`src/rtl/bm_sevenseg_pkg.sv`:
```
// Shared constants for the BondMachine seven-segment sink: hex segment
// patterns (active-high, seg[0]=a .. seg[6]=g) and display geometry.
package bm_sevenseg_pkg;

  localparam int NUM_DIGITS = 4;

  localparam logic [6:0] SEG_HEX_0 = 7'h3F;
  localparam logic [6:0] SEG_HEX_1 = 7'h06;
  localparam logic [6:0] SEG_HEX_2 = 7'h5B;
  localparam logic [6:0] SEG_HEX_3 = 7'h4F;
  localparam logic [6:0] SEG_HEX_4 = 7'h66;
  localparam logic [6:0] SEG_HEX_5 = 7'h6D;
  localparam logic [6:0] SEG_HEX_6 = 7'h7D;
  localparam logic [6:0] SEG_HEX_7 = 7'h07;
  localparam logic [6:0] SEG_HEX_8 = 7'h7F;
  localparam logic [6:0] SEG_HEX_9 = 7'h6F;
  localparam logic [6:0] SEG_HEX_A = 7'h77;
  localparam logic [6:0] SEG_HEX_B = 7'h7C;
  localparam logic [6:0] SEG_HEX_C = 7'h39;
  localparam logic [6:0] SEG_HEX_D = 7'h5E;
  localparam logic [6:0] SEG_HEX_E = 7'h79;
  localparam logic [6:0] SEG_HEX_F = 7'h71;

  localparam logic [6:0] SEG_BLANK = 7'h00;

  typedef logic [1:0] digit_idx_t;

  // One-hot active-high anode enable for a digit slot.
  function automatic logic [NUM_DIGITS-1:0] digit_onehot(input digit_idx_t idx);
    logic [NUM_DIGITS-1:0] oh;
    oh = '0;
    oh[idx] = 1'b1;
    return oh;
  endfunction

endpackage

```
`src/rtl/bm_sevenseg_sink_hex7seg.sv`:
```
// Combinational nibble to active-high seven-segment pattern decoder.
module bm_hex7seg
  import bm_sevenseg_pkg::*;
(
  input  logic [3:0] nibble,
  output logic [6:0] seg
);

  always_comb begin
    seg = SEG_BLANK;
    case (nibble)
      4'h0: seg = SEG_HEX_0;
      4'h1: seg = SEG_HEX_1;
      4'h2: seg = SEG_HEX_2;
      4'h3: seg = SEG_HEX_3;
      4'h4: seg = SEG_HEX_4;
      4'h5: seg = SEG_HEX_5;
      4'h6: seg = SEG_HEX_6;
      4'h7: seg = SEG_HEX_7;
      4'h8: seg = SEG_HEX_8;
      4'h9: seg = SEG_HEX_9;
      4'hA: seg = SEG_HEX_A;
      4'hB: seg = SEG_HEX_B;
      4'hC: seg = SEG_HEX_C;
      4'hD: seg = SEG_HEX_D;
      4'hE: seg = SEG_HEX_E;
      4'hF: seg = SEG_HEX_F;
      default: seg = SEG_BLANK;
    endcase
  end

endmodule

```
`src/rtl/bm_sevenseg_sink.sv`:
```
// Consumes BondMachine o0 words over the valid/received handshake and shows
// them on the Basys3 4-digit multiplexed display and the 16 LEDs.
module bm_sevenseg_sink
  import bm_sevenseg_pkg::*;
#(
  parameter int REFRESH_BITS = 17,
  parameter int FLASH_BITS   = 24,
  parameter int ACTIVE_LOW   = 1,
  parameter int BLANK_LZ     = 0
) (
  input  logic        clk,
  input  logic        reset,
  input  logic [15:0] i0,
  input  logic        i0_valid,
  output logic        i0_received,
  output logic [6:0]  seg,
  output logic        dp,
  output logic [3:0]  an,
  output logic [15:0] led
);

  localparam logic POL = (ACTIVE_LOW != 0);
  localparam logic [FLASH_BITS-1:0] FLASH_LOAD = {FLASH_BITS{1'b1}};

  logic [15:0]             value_q, value_d;
  logic                    recv_q, recv_d;
  logic [REFRESH_BITS-1:0] presc_q, presc_d;
  digit_idx_t              digit_q, digit_d;
  logic [FLASH_BITS-1:0]   flash_q, flash_d;
  logic [3:0]              an_q, an_d;
  logic [6:0]              seg_q, seg_d;
  logic                    dp_q, dp_d;

  logic       capture;
  logic       wrap;
  logic [3:0] nibble;
  logic [6:0] hex_seg;
  logic       lead_zero;

  bm_hex7seg u_hex (
    .nibble (nibble),
    .seg    (hex_seg)
  );

  // A word is taken only when no ack is outstanding, so a held valid
  // produces alternating captures rather than a stuck ack.
  always_comb begin
    capture = i0_valid & ~recv_q;
    wrap    = (presc_q == {REFRESH_BITS{1'b1}});

    value_d = capture ? i0 : value_q;
    recv_d  = capture;
    presc_d = presc_q + 1'b1;
    digit_d = wrap ? digit_idx_t'(digit_q + 2'd1) : digit_q;

    flash_d = flash_q;
    if (capture)
      flash_d = FLASH_LOAD;
    else if (flash_q != '0)
      flash_d = flash_q - 1'b1;
  end

  always_comb begin
    nibble    = value_q[3:0];
    lead_zero = 1'b0;
    case (digit_q)
      2'd0: begin
        nibble    = value_q[3:0];
        lead_zero = 1'b0;
      end
      2'd1: begin
        nibble    = value_q[7:4];
        lead_zero = (value_q[15:4] == '0);
      end
      2'd2: begin
        nibble    = value_q[11:8];
        lead_zero = (value_q[15:8] == '0);
      end
      2'd3: begin
        nibble    = value_q[15:12];
        lead_zero = (value_q[15:12] == '0);
      end
      default: begin
        nibble    = value_q[3:0];
        lead_zero = 1'b0;
      end
    endcase
  end

  // Pin polarity is folded in here so everything upstream stays active-high.
  always_comb begin
    an_d  = digit_onehot(digit_q) ^ {4{POL}};
    seg_d = ((BLANK_LZ != 0) && lead_zero) ? (SEG_BLANK ^ {7{POL}})
                                           : (hex_seg ^ {7{POL}});
    dp_d  = ((flash_q != '0) && (digit_q == 2'd0)) ^ POL;
  end

  always_ff @(posedge clk) begin
    if (reset) begin
      value_q <= '0;
      recv_q  <= 1'b0;
      presc_q <= '0;
      digit_q <= '0;
      flash_q <= '0;
      an_q    <= {4{POL}};
      seg_q   <= {7{POL}};
      dp_q    <= POL;
    end else begin
      value_q <= value_d;
      recv_q  <= recv_d;
      presc_q <= presc_d;
      digit_q <= digit_d;
      flash_q <= flash_d;
      an_q    <= an_d;
      seg_q   <= seg_d;
      dp_q    <= dp_d;
    end
  end

  assign i0_received = recv_q;
  assign led         = value_q;
  assign an          = an_q;
  assign seg         = seg_q;
  assign dp          = dp_q;

endmodule

```
`config.mk`:
```
export PLATFORM = sky130hd
export DESIGN_NAME = bm_sevenseg_sink
export DESIGN_NICKNAME = d
export VERILOG_FILES = /design/src/rtl/bm_sevenseg_pkg.sv /design/src/rtl/bm_sevenseg_sink_hex7seg.sv /design/src/rtl/bm_sevenseg_sink.sv
export SDC_FILE = /design/constraint.sdc
export NUM_CORES = 1
export LEC_CHECK = 0
export CORE_AREA = 3 3 90 92
export DETAILED_ROUTE_END_ITERATION = 12
export DIE_AREA = 0 0 93 95
export PLACE_DENSITY = 0.66
export SLEW_MARGIN = 20
export SYNTH_ARGS = -nofsm -noshare
export SYNTH_HDL_FRONTEND = slang
export SYNTH_SLANG_ARGS = --single-unit
```
`constraint.sdc`:
```
create_clock -name clk -period 2.5 [get_ports clk]
set_input_delay 0.625 -clock clk [delete_from_list [all_inputs] [get_ports clk]]
set_output_delay 0.625 -clock clk [all_outputs]
set_load 0.1 [all_outputs]
```
; Yosys cells after proc, flatten, opt, wreduce, memory -nomap -nowiden
; Memories as Yosys holds them, arrays and structs flattened.
; Cells that the tools add are included.
[word_totals]
mem_bits_ro = 112
ff_bits = 72
word_cells = 33
n_memories = 1
[mem_list]
columns = name, depth, word_bits, read_ports, rd_clocked_by_memory_dff, wr, line
row1 = (no name shown), 16, 7, 1, 0, 0, bm_sevenseg_sink_hex7seg.sv:11  ; case (nibble)
[classes]
n_addsub = 3
mux = 5
n_bitwise = 5
n_reduce_logical = 5
magnitude_cmp = 2
n_eq_ne = 4
[ops]
columns = operator, n
row1 = $mux W24, 2
row2 = $reduce_bool A24 Y1, 1
row3 = $sub A24 B1 Y24 const B, 1
row4 = $add A17 B1 Y17 const B, 1
row5 = $eq A17 B17 Y1 const B, 1
row6 = $pmux W4 S4, 1
row7 = $not A7 Y7, 1
row8 = $eq A2 B2 Y1 const B, 2
row9 = $not A4 Y4, 1
row10 = $lt A2 B3 Y1 const B, 1
row11 = $add A2 B1 Y2 const B, 1
row12 = $demux W1 S2, 1
row13 = $eq A2 B1 Y1 const B, 1
row14 = $ge A2 B1 Y1 const B, 1
row15 = $logic_and A1 B1 Y1, 2
row16 = $logic_not A2 Y1, 1
row17 = $not A1 Y1, 2
row18 = $reduce_bool A2 Y1, 1
row19 = $and A1 B1 Y1, 1
row20 = $mux W1, 1

; Longest topological paths before layout
; Gate-level depths: netlist (run 1).
[logic_depth]
ltp_word = 5
depth_mapped = 10
depth_no_buf = 10

; Modules after synthesis
; Synthesis (run 1) repeated with hierarchy kept, for this count alone.
[unflattened]
cells_unflattened = 375
area_unflattened_um2 = 3362.0
[by_module_without_submodules]
columns = module, n_inst, seq_area_each_um2, area_each_um2, cells_per_inst
row1 = bm_sevenseg_sink, 1, 1441.4, 3074.2, 342
row2 = bm_hex7seg, 1, 0.0, 287.8, 33

; Worst setup path before layout (run 1)
; No wires, ideal clock.
[synth_timing]
path_kind = flip-flop to flip-flop
start = reg value_q[4], in the netlist led[4]
end = reg seg_q[4], in the netlist seg[4]
path_stages_with_launch = 9
path_buffers = 0
path_slack_ns = 0.060
arrival_ns = 2.358
cell_sequence = dfxtp_1 a222oi_1 nand2_1 o21ai_0 inv_1 ha_1 inv_1 mux2_2 o221ai_1
[synth_between]
elab_chain_len = 3
[synth_rtl]
columns = element, line
row1 = from (decl), bm_sevenseg_sink.sv:25  ; logic [15:0] value_q, value_d;
row2 = from (signal assigned), bm_sevenseg_sink.sv:109  ; value_q <= value_d;
row3 = $pmux W4 S4, bm_sevenseg_sink.sv:66  ; case (digit_q)
row4 = $mem_v2 Z16 W7, --
row5 = $not A7 Y7 (no source line), --
row6 = to (signal assigned), bm_sevenseg_sink.sv:106  ; seg_q <= {7{POL}};
row7 = to (signal assigned), bm_sevenseg_sink.sv:115  ; seg_q <= seg_d;
row8 = to (decl), bm_sevenseg_sink.sv:31  ; logic [6:0] seg_q, seg_d;
; Every way passes these cells.
; A chain may end at the register's enable or synchronous reset.

; Final worst setup path (run 1)
[layout_timing]
start = reg flash_q[8]
end = reg flash_q[23]
[layout_between]
elab_chain_len = 3
[layout_rtl]
columns = element, line
row1 = from (decl), bm_sevenseg_sink.sv:29  ; logic [FLASH_BITS-1:0] flash_q, flash_d;
row2 = from (signal assigned), bm_sevenseg_sink.sv:113  ; flash_q <= flash_d;
row3 = $sub A24 B1 Y24, bm_sevenseg_sink.sv:60  ; flash_d = flash_q - 1'b1;
row4 = $mux W24, bm_sevenseg_sink.sv:59  ; else if (flash_q != '0)
row5 = $mux W24, bm_sevenseg_sink.sv:57  ; if (capture)
; Parallel ways exist; a longest one is shown, timed or not. The select of a mux whose other input is x is not followed.

==> impl_metrics.json, run 1 <==
{
  "status": "completed",
  "clockRootBuffer": "clkbuf_8",
  "grt_start_max_net_pins": 52,
  "hold_viol_final": 0,
  "synth-seq-cells": 72,
  "hpwl_mm": 5.17,
  "routed_wirelength_mm": 7.27,
  "cts_hold_buf": 0,
  "port_buffers": 47,
  "fmax_ghz": 0.422,
  "place.gp.congestion": 0.845,
  "yosysUniqueCellTypes": 49,
  "ir_worst_vdd_mv": 0.377,
  "p_per_area_nw_per_um2": 670,
  "regArea_sq_um": 1440,
  "period_share": 0.948,
  "grt_overflow": 0,
  "synthesis.nets": 405,
  "vias": 2782,
  "nets": 458,
  "clockBufferDepth": 2,
  "path_max_fanout": 6,
  "synth-warning-count": 0,
  "setup_violations": 0,
  "first_global_vias": 2574,
  "fill_cells": 687,
  "tns_ns": 0,
  "clock_latency_ns": 0.33,
  "p_total_mw": 2.68,
  "relSlewSlack": 0.466,
  "period_needed_ns": 2.37,
  "cp.arrival_ns": 2.58,
  "h-tree-depth": 3,
  "grt_use_total": 0.172,
  "criticalPathCategory": "reg2reg",
  "clock-sinks": 72,
  "antenna_found_initial": 0,
  "drtIter0Drc": 136,
  "ant_nets": 0,
  "start_util": 0.449,
  "cts_tree": "done",
  "firstDrtPassIters": 5,
  "maxCapViolCount": 0,
  "tightest_slew_ns": 0.801,
  "layout_commonest_cell": "dfxtp_1",
  "core-area_sq_um": 7290,
  "cp-start-kind": "flip-flop",
  "viasPerCell": 5.29,
  "grt_pass1_wl_mm": 12.2,
  "netlist_area_sq_um": 3280,
  "antenna_cells": 0,
  "cts_buffers": 9,
  "avgSynthCellArea_sq_um": 8.83,
  "drcViolationCount": 0,
  "cp-end-kind": "flip-flop",
  "hp-class": "reg2reg",
  "finClkSkew_ns": 0.00940,
  "required_ns": 2.71,
  "num_io_pins": 48,
  "synth_seq_area_share": 0.440,
  "rsz0062_at_grt": "no",
  "syn-instance-count": 371,
  "slew_violations": 0,
  "leakagePower_nw": 1.53,
  "rows": 31,
  "clkSlewWorstSetupHoldPaths_ns": 0.07,
  "die_y_um": 95,
  "area_delta_synth_final_pct": 22.2,
  "final_layout_size_suffix_gt1_frac": 0.164,
  "multi_input_area_sq_um": 1720,
  "final_cell_mix": "dfxtp_1, nand2_1, buf_4",
  "die_w_um": 93,
  "die_area_sq_um": 8840,
  "avgRoutedWirePerCell_um": 13.8
}
## metal layers
metal / up-vias / global-route usage / routed length, um
met5: - / 0 / 0
met4: 0 / 0.0696 / 65
met3: 5 / 0.0319 / 214
met2: 48 / 0.269 / 3440
met1: 1310 / 0.234 / 3550
li1: 1419 / - / -
## cell families (layout without fill, tap and decap cells)
kind of cell | Yosys count | after routing | share of synthesized area
adders and majority gates | 15 | 15 | 0.0573
AOI/OAI and AO/OA | 79 | 79 | 0.161
xor gates and xnor gates | 29 | 29 | 0.0775
and+or+nand+nor | 140 | 140 | 0.212
buffers and inverters | 31 | 87 | 0.0363
muxes | 5 | 5 | 0.0157
DFF | 72 | 72 | 0.440
## timing repair
action / 4_1_cts / 5_1_grt
endpoints found under the setup margin: 0 / 3
buffers inserted: 0 / 0
resized for setup: 0 / 1
## sequential cells by signal, indices dropped and copies added (netlist names)
| register | cells |
|---|---|
| an | 4 |
| digit_q | 2 |
| dp | 1 |
| flash_q | 24 |
| i0_received | 1 |
| led | 16 |
| presc_q | 17 |
| seg | 7 |
## critical path, cell delays in order (launching register included)
cell	delay, ns
dfxtp_1	0.35
or4_1	0.57
or4_4	0.56
a211oi_4	0.31
nand2_2	0.12
o311a_1	0.34
## power by group
group | switching (mW) | internal, mW
Sequential | 0.0598 | 1.22
Combinational | 0.385 | 0.182
Clock | 0.408 | 0.431
## per-stage QoR
| stage | utilization | hold WS [ns] | std cells | worst slack, ns | area [sq um] |
|---|---|---|---|---|---|
| 2_1_floorplan | - | 0.438 | 371 | 0.0597 | 3280 |
| 4_1_cts | 0.549 | 0.484 | 526 | 0.117 | 4000 |
| 6_report | 0.549 | 0.482 | 526 | 0.130 | 4010 |
| 3_5_place_dp | 0.524 | 0.472 | 512 | 0.146 | 3820 |
| 5_1_grt | 0.549 | 0.499 | 526 | 0.000677 | 4010 |
| 3_3_place_gp | 0.524 | 0.464 | 512 | 0.224 | 3820 |
## cell usage after synthesis, drive strengths merged
cell	n	area [sq um]
a21oi	40	200
ha	15	188
nand2b	3	18.8
mux2	1	11.3
a31oi	5	31.3
nand2	53	201
a222oi	4	40.0
or2	1	6.26
or3	7	45.1
nand4	8	50.1
inv	13	48.8
a211oi	3	35.0
nand3b	1	7.51
nand3	9	45.0
a2111oi	4	35.0
dfxtp	72	1440
nor2	26	97.6
nor2b	7	43.8
xor2	9	78.8
o21a	1	7.51
clkbuf	15	56.3
xnor2	20	175
a221o	3	30.0
a311oi	1	8.76
a21o	1	7.51
buf	3	13.8
o311a	3	31.3
and3	2	12.5
o2111ai	1	8.76
or2b	1	7.51
nor4b	2	23.8
o21ai	7	35.0
nor4	3	25.0
o221ai	3	26.3
a31o	1	8.76
a311o	2	22.5
mux2i	4	40.0
and2	1	6.26
nor3	9	45.0
or4	4	33.8
and4	3	26.3
## layout make-up
type / instances / area share
Inverter: 13 / 0.0122
Tap cell: 99 / 0.0309
Timing Repair Buffer: 60 / 0.122
Clock inverter: 2 / 0.00375
Multi-Input combinational cell: 268 / 0.430
Clock buffer: 12 / 0.0412
Sequential cell: 72 / 0.360
## final timing paths
path | cells past startpoint | to | startpoint | slack (ns)
worst min register to register | 2 | led[9] | led[9] | 0.48
worst max register to register | 5 | flash_q[23] | flash_q[8] | 0.13
worst min-delay path | 2 | led[9] | led[9] | 0.48
worst max-delay path | 5 | flash_q[23] | flash_q[8] | 0.13
Power figures use the tool's default switching activity.
==> run 2, diff against run 1 <==
Settings changed: CORE_AREA 3 3 90 92 to 3 3 85 87, DIE_AREA 0 0 93 95 to 0 0 88 90, PLACE_DENSITY 0.66 to 0.73, SETUP_SLACK_MARGIN set to 0.05.
==> run 2 against run 1 <==
Effect of this change: final area up 0.34%; non-clock buffer count fell by 2; hold slack lost 0.0082 ns; core utilization is 7.7 points higher; critical path depth unchanged; critical path type unchanged; largest cell class unchanged; largest power group unchanged.
==> impl_metrics.json, run 2 (synthesized netlist as in run 1, its figures left out) <==
{
  "hpwl_mm": 5.03,
  "clkPwrFrac": 0.358,
  "fill_cells": 542,
  "period_needed_ns": 2.35,
  "cts_resized": 0,
  "min_from": "presc_q[0]",
  "setup_violations": 0,
  "wl_met1_mm": 3.41,
  "tightest_slew_ns": 0.804,
  "status": "completed",
  "grt_use_total": 0.189,
  "layout_commonest_cell": "dfxtp_1",
  "routed_wirelength_mm": 7.14,
  "cp-end-kind": "flip-flop",
  "comb_power_share": 0.197,
  "final_layout_size_suffix_gt1_frac": 0.167,
  "tns_ns": 0,
  "nets": 456,
  "rr_endpoint": "flash_q[23]",
  "p_total_mw": 2.87,
  "hold_viol_final": 0,
  "antenna_cells": 0,
  "cts_buffers": 9,
  "required_ns": 2.73,
  "postPlaceCellArea_sq_um": 3790,
  "cts_tree": "done",
  "place.gp.congestion": 0.824,
  "area_delta_synth_final_pct": 22.6,
  "die_w_um": 88,
  "clock_latency_ns": 0.34,
  "vias": 2778,
  "clockBufferDepth": 2,
  "cts_hold_buf": 0,
  "ir_worst_vdd_mv": 0.456,
  "stdcell_area_sq_um": 4020,
  "hp-class": "reg2reg",
  "grt_overflow": 0,
  "start_util": 0.510,
  "leakagePower_nw": 1.55,
  "routed.top_layer": "met4",
  "drtIter0Drc": 132,
  "fmax_ghz": 0.426,
  "postCtsSetupRepairBufs": 0,
  "drcViolationCount": 0,
  "path_max_fanout": 6,
  "cp-start-kind": "flip-flop",
  "viasPerCell": 5.52,
  "route.met2.wl_mm": 3.34,
  "rsz0062_at_grt": "no",
  "core-area_sq_um": 6420,
  "maxCapViolCount": 0,
  "wl_met3_um": 283,
  "firstDrtPassIters": 4,
  "postLayoutCoreUtil": 0.626,
  "clockRootBuffer": "clkbuf_8",
  "period_share": 0.938,
  "r2r_cells": 5,
  "p_sw_frac": 0.300,
  "multi_input_area_sq_um": 1720,
  "cp.arrival_ns": 2.57,
  "slew_violations": 0,
  "criticalPathCategory": "reg2reg",
  "avgRoutedWirePerCell_um": 14.2,
  "worstReg2RegStart": "flash_q[8]",
  "p_switching_mw": 0.860,
  "grt_pass1_wl_mm": 12.0,
  "r2r_slack_ns": 0.15,
  "num_io_pins": 48,
  "die_area_sq_um": 7920,
  "largest_reg_flops": 24,
  "regArea_sq_um": 1440,
  "first_global_vias": 2502,
  "p_seq_frac": 0.445,
  "grt_start_max_net_pins": 55,
  "clkSlewWorstSetupHoldPaths_ns": 0.07,
  "h-tree-depth": 3,
  "port_buffers": 47,
  "final_cell_mix": "dfxtp_1, nand2_1, a21oi_1",
  "slowest_stage": "or4_1",
  "largest_register": "flash_q",
  "holdPathStages": 1,
  "p_int_mw": 2.01,
  "antenna_found_initial": 0,
  "die_y_um": 90,
  "clock-sinks": 72,
  "finClkSkew_ns": 0.00680,
  "max_stage_delay_ns": 0.56,
  "rows": 29,
  "ant_nets": 0,
  "relSlewSlack": 0.464,
  "worstHoldEndpoint": "presc_q[0]",
  "crit_chain": "or4_1, or4_4, a211oi_4, nand2_2, o311a_1",
  "p_per_area_nw_per_um2": 713
}
-- run 2: cell count changes in the layout (fill, tap and decap cells not counted), sizes merged --
cell,change
buf,-2
bufinv,+2
clkinvlp,-2
clkinv,+1
-- run 2: layout make-up --
type,instances,area share
clock buffers,12,0.0386
repair buffers,58,0.121
multi-input cells,268,0.428
clock inverters,3,0.0162
inverters,13,0.0121
well taps,77,0.0240
flip-flops and latches,72,0.359
-- run 2: how the worst max path moves through the flow --
stage,start,endpoint,cells after the start
floorplan,led[4],seg[4],8
global placement,flash_q[8],flash_q[21],5
detailed placement,flash_q[8],flash_q[23],5
CTS,flash_q[8],flash_q[23],5
global route,digit_q[0],seg[5],10
finish,flash_q[8],flash_q[23],5
-- run 2: per-stage QoR --
step	setup WS (ns)	hold WS [ns]	instances
CTS	0.165	0.476	503
global placement	0.225	0.458	488
global route	0.0521	0.507	503
finish	0.154	0.474	503
detailed placement	0.176	0.464	488
floorplan	0.0597	0.438	371
-- run 2: routing by layer --
metal	track usage	vias up
li1	-	1412
met1	0.257	1298
met2	0.286	57
met3	0.0512	11
met4	0.0678	0
met5	0	-
-- run 2: power groups by stage --
| stage | registers (mW) | clock network [mW] | logic, mW |
|---|---|---|---|
| 6_report | 1.28 | 1.03 | 0.564 |
| 2_1_floorplan | 1.49 | 0 | 0.222 |
| 5_1_grt | 1.29 | 1.10 | 0.602 |
| 3_5_place_dp | 1.30 | 0 | 0.562 |
| 3_3_place_gp | 1.30 | 0 | 0.557 |
| 4_1_cts | 1.28 | 1.05 | 0.565 |
-- run 2: worst max-delay path, delay by kind of cell (launching register included) --
family | cells | cell delay [ns]
AO/OA/AOI/OAI | 2 | 0.66
AND/OR/NAND/NOR | 3 | 1.24
flip-flops | 1 | 0.34
